==> src/rtl/aurora_pkg.sv <==
// Shared types and constants for the Aurora receive path.
package aurora_pkg;

  // Native flow control request state
  typedef enum logic [1:0] {
    XON_IDLE  = 2'd0,
    XOFF_REQ  = 2'd1,
    XOFF_HOLD = 2'd2,
    XON_REQ   = 2'd3
  } nfc_state_t;

  // Pause code that resumes the link partner
  localparam logic [15:0] NFC_XON = 16'h0000;

endpackage

==> src/rtl/aurora_fifo_ram.sv <==
// Simple dual-port storage: synchronous write, combinational read.
module aurora_fifo_ram #(
  parameter int unsigned WIDTH = 10,
  parameter int unsigned DEPTH = 32,
  parameter int unsigned AW    = $clog2(DEPTH)
) (
  input  logic             clk,
  input  logic             we_i,
  input  logic [AW-1:0]    waddr_i,
  input  logic [WIDTH-1:0] wdata_i,
  input  logic [AW-1:0]    raddr_i,
  output logic [WIDTH-1:0] rdata_o
);

  logic [WIDTH-1:0] mem_q [DEPTH];

  // Write port; contents are intentionally not reset
  always_ff @(posedge clk) begin
    if (we_i) mem_q[waddr_i] <= wdata_i;
  end

  // Combinational read gives first-word-fall-through behaviour
  assign rdata_o = mem_q[raddr_i];

endmodule

==> src/rtl/aurora_rx_fifo_nfc.sv <==
// Aurora RX buffer: FWFT FIFO, watermarks, overflow accounting and NFC XOFF/XON.
module aurora_rx_fifo_nfc
  import aurora_pkg::*;
#(
  parameter int unsigned DATA_W     = 8,
  parameter int unsigned KEEP_W     = DATA_W / 8,
  parameter int unsigned FIFO_DEPTH = 32,
  parameter int unsigned FIFO_LWM   = 16,
  parameter int unsigned FIFO_HWM   = 24,
  parameter logic [15:0] NFC_XOFF   = 16'h00FF,
  parameter int unsigned NFC_RETX   = 200,
  parameter int unsigned OVF_CNT_W  = 16
) (
  input  logic                            rst,
  input  logic                            clk,
  output logic                            fifo_ready,
  output logic [$clog2(FIFO_DEPTH+1)-1:0] fifo_level,
  output logic                            fifo_below_lwm,
  output logic                            fifo_above_hwm,
  output logic                            ovf_flag,
  output logic [OVF_CNT_W-1:0]            ovf_count,
  input  logic                            ovf_clr,
  input  logic [DATA_W-1:0]               i_tdata,
  input  logic [KEEP_W-1:0]               i_tkeep,
  input  logic                            i_tvalid,
  input  logic                            i_tlast,
  output logic [DATA_W-1:0]               o_tdata,
  output logic [KEEP_W-1:0]               o_tkeep,
  output logic                            o_tvalid,
  output logic                            o_tlast,
  input  logic                            o_tready,
  output logic                            nfc_tvalid,
  output logic [15:0]                     nfc_tdata,
  input  logic                            nfc_tready
);

  localparam int unsigned AW = $clog2(FIFO_DEPTH);
  localparam int unsigned LW = $clog2(FIFO_DEPTH + 1);
  localparam int unsigned MW = KEEP_W + DATA_W + 1;
  localparam int unsigned TW = $clog2(NFC_RETX + 1);

  logic                 ready_q;
  logic [AW-1:0]        wr_ptr_q, rd_ptr_q;
  logic [LW-1:0]        level_q, level_d;
  logic                 below_q, above_q;
  logic                 ovf_flag_q, ovf_flag_d;
  logic [OVF_CNT_W-1:0] ovf_cnt_q, ovf_cnt_d;
  logic                 full, wr_en, rd_en, drop;
  logic [MW-1:0]        rd_word;
  nfc_state_t           state_q, state_d;
  logic [TW-1:0]        timer_q, timer_d;
  logic                 nfc_tvalid_q, nfc_tvalid_d;
  logic [15:0]          nfc_tdata_q, nfc_tdata_d;

  assign full     = (level_q == LW'(FIFO_DEPTH));
  assign wr_en    = i_tvalid & ready_q & ~full;
  assign drop     = i_tvalid & ready_q & full;
  assign o_tvalid = ready_q & (level_q != '0);
  assign rd_en    = o_tvalid & o_tready;

  aurora_fifo_ram #(
    .WIDTH (MW),
    .DEPTH (FIFO_DEPTH),
    .AW    (AW)
  ) u_ram (
    .clk     (clk),
    .we_i    (wr_en),
    .waddr_i (wr_ptr_q),
    .wdata_i ({i_tkeep, i_tlast, i_tdata}),
    .raddr_i (rd_ptr_q),
    .rdata_o (rd_word)
  );

  assign {o_tkeep, o_tlast, o_tdata} = rd_word;

  // Level counter: unchanged when a write and a read coincide
  always_comb begin
    level_d = level_q;
    if (wr_en && !rd_en)      level_d = level_q + LW'(1);
    else if (!wr_en && rd_en) level_d = level_q - LW'(1);
  end

  // Overflow accounting; a drop in the same cycle as a clear takes priority
  always_comb begin
    ovf_flag_d = ovf_flag_q;
    ovf_cnt_d  = ovf_cnt_q;
    if (drop) begin
      ovf_flag_d = 1'b1;
      if (ovf_clr)                ovf_cnt_d = OVF_CNT_W'(1);
      else if (ovf_cnt_q != '1)   ovf_cnt_d = ovf_cnt_q + OVF_CNT_W'(1);
    end else if (ovf_clr) begin
      ovf_flag_d = 1'b0;
      ovf_cnt_d  = '0;
    end
  end

  // FIFO pointers, level, watermarks and overflow registers
  always_ff @(posedge clk or posedge rst) begin
    if (rst) begin
      ready_q    <= 1'b0;
      wr_ptr_q   <= '0;
      rd_ptr_q   <= '0;
      level_q    <= '0;
      below_q    <= 1'b1;
      above_q    <= 1'b0;
      ovf_flag_q <= 1'b0;
      ovf_cnt_q  <= '0;
    end else begin
      ready_q    <= 1'b1;
      if (wr_en) wr_ptr_q <= wr_ptr_q + AW'(1);
      if (rd_en) rd_ptr_q <= rd_ptr_q + AW'(1);
      level_q    <= level_d;
      below_q    <= (level_d < LW'(FIFO_LWM));
      above_q    <= (level_d > LW'(FIFO_HWM));
      ovf_flag_q <= ovf_flag_d;
      ovf_cnt_q  <= ovf_cnt_d;
    end
  end

  // NFC state register, refresh timer and registered request outputs
  always_ff @(posedge clk or posedge rst) begin
    if (rst) begin
      state_q      <= XON_IDLE;
      timer_q      <= '0;
      nfc_tvalid_q <= 1'b0;
      nfc_tdata_q  <= NFC_XON;
    end else begin
      state_q      <= state_d;
      timer_q      <= timer_d;
      nfc_tvalid_q <= nfc_tvalid_d;
      nfc_tdata_q  <= nfc_tdata_d;
    end
  end

  // NFC next state: requests complete before watermarks are looked at again
  always_comb begin
    state_d = state_q;
    timer_d = timer_q;
    case (state_q)
      XON_IDLE: begin
        if (above_q) state_d = XOFF_REQ;
      end
      XOFF_REQ: begin
        if (nfc_tready) begin
          state_d = XOFF_HOLD;
          timer_d = TW'(NFC_RETX - 1);
        end
      end
      XOFF_HOLD: begin
        if (below_q)              state_d = XON_REQ;
        else if (timer_q == '0)   state_d = XOFF_REQ;
        else                      timer_d = timer_q - TW'(1);
      end
      XON_REQ: begin
        if (nfc_tready) state_d = XON_IDLE;
      end
      default: state_d = XON_IDLE;
    endcase
  end

  // NFC request decode from the upcoming state, registered above
  always_comb begin
    nfc_tvalid_d = (state_d == XOFF_REQ) || (state_d == XON_REQ);
    nfc_tdata_d  = (state_d == XOFF_REQ) ? NFC_XOFF : NFC_XON;
  end

  assign fifo_ready     = ready_q;
  assign fifo_level     = level_q;
  assign fifo_below_lwm = below_q;
  assign fifo_above_hwm = above_q;
  assign ovf_flag       = ovf_flag_q;
  assign ovf_count      = ovf_cnt_q;
  assign nfc_tvalid     = nfc_tvalid_q;
  assign nfc_tdata      = nfc_tdata_q;

endmodule

==> config.mk <==
export PLATFORM = sky130hd
export DESIGN_NAME = aurora_rx_fifo_nfc
export DESIGN_NICKNAME = d
export VERILOG_FILES = /design/src/rtl/aurora_pkg.sv /design/src/rtl/aurora_fifo_ram.sv /design/src/rtl/aurora_rx_fifo_nfc.sv
export SDC_FILE = /design/constraint.sdc
export NUM_CORES = 1
export LEC_CHECK = 0
export CORE_MARGIN = 2
export CORE_UTILIZATION = 45
export DETAILED_ROUTE_END_ITERATION = 16
export PLACE_DENSITY = 0.67
export SLEW_MARGIN = 20
export SYNTH_ARGS = -nofsm -noshare
export SYNTH_HDL_FRONTEND = slang
export SYNTH_SLANG_ARGS = --single-unit
==> constraint.sdc <==
create_clock -name clk -period 2.46 [get_ports clk]
set_input_delay 0.492 -clock clk [delete_from_list [all_inputs] [get_ports clk]]
set_output_delay 0.492 -clock clk [all_outputs]
set_load 0.01 [all_outputs]
==> results of run 1 <==
kinds of logic (layout without fill, tap and decap cells):
logic type                 Yosys count  in the layout  share of synthesized area
buffers and inverters               59            251                     0.0195
DFF                                368            368                      0.728
xor gates and xnor gates            30             30                     0.0177
other                                2              9                   0.000506
AOI/OAI and AO/OA                   28             28                     0.0130
and+or+nand+nor                    149            149                     0.0490
muxes                              115            115                      0.163
adders and majority gates           11             11                    0.00927
sequential cells by signal (all words and copies together), names as in the netlist:
signal,flops
nfc_tdata,1
ovf_count,16
rd_ptr_q,5
ovf_flag,1
wr_ptr_q,5
fifo_below_lwm,1
u_ram.mem_q,320
fifo_above_hwm,1
state_q,2
fifo_level,6
nfc_tvalid,1
timer_q,8
fifo_ready,1
how the worst max path moves through the flow:
stage,to,start,cells past startpoint,slack [ns]
after global routing,o_tdata[5],rd_ptr_q[0],7,-0.89
after global placement,o_tdata[6],rd_ptr_q[0],6,-0.64
final,o_tdata[3],rd_ptr_q[0],6,-0.85
after detailed placement,o_tdata[6],rd_ptr_q[0],6,-0.64
after CTS,o_tdata[7],rd_ptr_q[0],7,-0.87
after floorplan,u_ram.mem_q[11][0],fifo_level[0],7,-0.02
per-stage QoR:
step	setup slack, ns	cell area [µm²]	setup TNS (ns)	std cells	utilization
floorplan	-0.0166	14900	-1.33	769	-
global placement	-0.639	17000	-6.03	1314	0.521
detailed placement	-0.643	17000	-6.54	1314	0.521
CTS	-0.865	18600	-8.48	1402	0.570
global route	-0.893	18600	-8.68	1403	0.570
finish	-0.849	18600	-8.26	1403	0.570
cell usage after synthesis (11+ instances only):
master and n:
edfxtp_1 320, mux4_2 100, nor2_1 67, dfrtp_1 47, nand2_1 24, clkbuf_1 19
xor2_1 19, buf_4 15, nand3_1 13, inv_1 12, ha_1 11, mux2_2 11
xnor2_1 11
layout make-up:
| cell class | instances | area [µm²] | share of cell area |
|---|---|---|---|
| sequential | 368 | 10800 | 0.583 |
| multi-input combinational | 342 | 3850 | 0.207 |
| timing repair buffer | 170 | 2060 | 0.111 |
| clock buffer | 48 | 1020 | 0.0549 |
| tap | 442 | 553 | 0.0298 |
| clock inverter | 21 | 219 | 0.0118 |
| inverter | 12 | 45.0 | 0.00243 |
critical path: stages (launching register included):
cell and delay, ns:
dfrtp_4 0.45, buf_12 0.18, buf_16 0.15, mux4_2 0.54
mux4_2 0.54, mux2_4 0.31, buf_6 0.12
power groups by stage:
stage / clock network, W / registers, W / logic (W)
after floorplan: 0 / 0.00752 / 0.00385
final: 0.00571 / 0.00751 / 0.00694
after global routing: 0.00608 / 0.00756 / 0.00738
after global placement: 0 / 0.00762 / 0.00613
after CTS: 0.00583 / 0.00751 / 0.00705
after detailed placement: 0 / 0.00763 / 0.00618
per-layer routing:
| layer | up-vias | part of all wire | routed length (µm) | global-route usage |
|---|---|---|---|---|
| li1 | 3369 | - | - | - |
| met1 | 4007 | 0.42 | 13700 | 0.266 |
| met2 | 270 | 0.50 | 16000 | 0.329 |
| met3 | 49 | 0.058 | 1890 | 0.0352 |
| met4 | 0 | 0.023 | 733 | 0.0539 |
| met5 | - | 0 | 0 | 0 |
timing repair:
action | CTS | global route
endpoints found under the setup margin | 12 | 15
pin swaps | 2 | 1
buffers inserted | 16 | 2
cloned | 4 | 0
hold buffers | 0 | 0
gates resized for setup | 86 | 4
==> flow_summary.yaml, run 1 <==
timing:
  finalSetupViolCount: 10
  hold_viol: 0
  max_freq_mhz: 302
  slew_violations: 0
  finalCritPeriodShare: 1.35
  tightest_slew_ns: 0.656
  fin_crit_ns: 3.31
  timing.hold.ws_ns: 0.261
  rsz0062_at_grt: "yes"
  fin_ws_ns: -0.849
  clock_skew_ns: 0.0217
  slew_headroom: 0.561
yosys:
  synth_top_cell_by_area: "edfxtp_1"
  synth_largest_type_area_fraction: 0.647
  syn_inst: 762
  ys_top_cells_by_area: "edfxtp_1 65%, mux4_2 15%, dfrtp_1 7.9%, nor2_1 1.7%, xor2_1 1.1%"
  synth_area_um2: 14800
  asyncSetResetFlopFracSynth: 0.130
  synth_edf_count: 320
  seq_area_frac_synth: 0.728
  yosysUniqueCellTypes: 45
  synth_flop_cell: "edfxtp_1"
  syn_area_per_cell_um2: 19.5
  ys_warn_count: 0
  ys_ff_latch: 368
clocking:
  cts_tree: "yes"
  clk_pin_slew_ns: 0.06
  clkLatencyLatePin_ns: 0.53
  cts_buffers: 38
  root_buffer: "clkbuf_16"
  clockBufferDepth: 3
  htreeDepth: 2
  cts.sinks: 368
global_route:
  grt_pass1_wl_mm: 49.0
  grt_max_degree: 33
  groute.usage.overall: 0.196
  antenna_found_initial: 0
  grt.overflow.total: 0
  grt_pass1_vias: 8007
pwr:
  power_frac_comb: 0.344
  leakagePower_nw: 6.28
  power_density_nw_per_um2: 1090
  irDropWorstVdd_uv: 692
  swShare: 0.277
  p_int_w: 0.0146
  p_sw_w: 0.00558
  power.total_w: 0.0202
  p_seq_frac: 0.372
  power_frac_clock: 0.283
setup_path:
  cp.arrival_ns: 2.82
  cp-start-kind: "flop"
  worstReg2RegEnd: "u_ram.mem_q[31][7]"
  r2r_start: "fifo_level[1]"
  worstSetupEndpointType: "output port"
  worstSetupPathType: "reg -> out"
  r2r_cells: 9
  required_ns: 1.97
  cp_max_fo: 7
  reg2reg_slack_ns: 0.18
worst_hold_path:
  hold_class: "in -> async"
floorplan:
  io_pins: 70
  die-area_um2: 34500
  die_width_um: 186
  die_h_um: 186
  start_util: 0.456
  rows: 66
  fp.coreArea_um2: 32500
detailed_routing:
  drt_pass1_iterations: 5
  drt_iter0_markers: 728
  drc: 0
  wl_per_cell_um: 23.0
  wirelength_mm: 32.3
  drtAntennaViolNets: 0
  via_per_inst: 5.48
  vias: 7695
placed_design:
  numPortBuffers: 61
  place.gp.congestion: 0.742
  dp_hpwl_mm: 19.0
layout:
  drive_gt1_frac: 0.314
  mostFrequentLayoutCell: "edfxtp_1"
  areaGrowthSynthToFinish_pct: 25.0
  nets: 959
  num_antenna_cells: 0
  fillers: 2468
  final_cell_mix: "320 x edfxtp_1, 100 x mux4_2, 66 x nor2_1"
run:
  max_cap_viol_count: 0
status:
  violations: "setup timing"
  outcome: "finished with violations"
No activity file was read; power rests on OpenSTA's default activity.
==> run 2, diff against run 1 <==
--- a/config.mk
+++ b/config.mk
@@ -9,6 +9,7 @@
 export CORE_UTILIZATION = 45
 export DETAILED_ROUTE_END_ITERATION = 16
 export PLACE_DENSITY = 0.67
+export SKIP_LAST_GASP = 1
 export SLEW_MARGIN = 20
 export SYNTH_ARGS = -nofsm -noshare
 export SYNTH_HDL_FRONTEND = slang
==> results of run 2 <==
The final DEF is identical to that of run 1; final timing and power are the same.
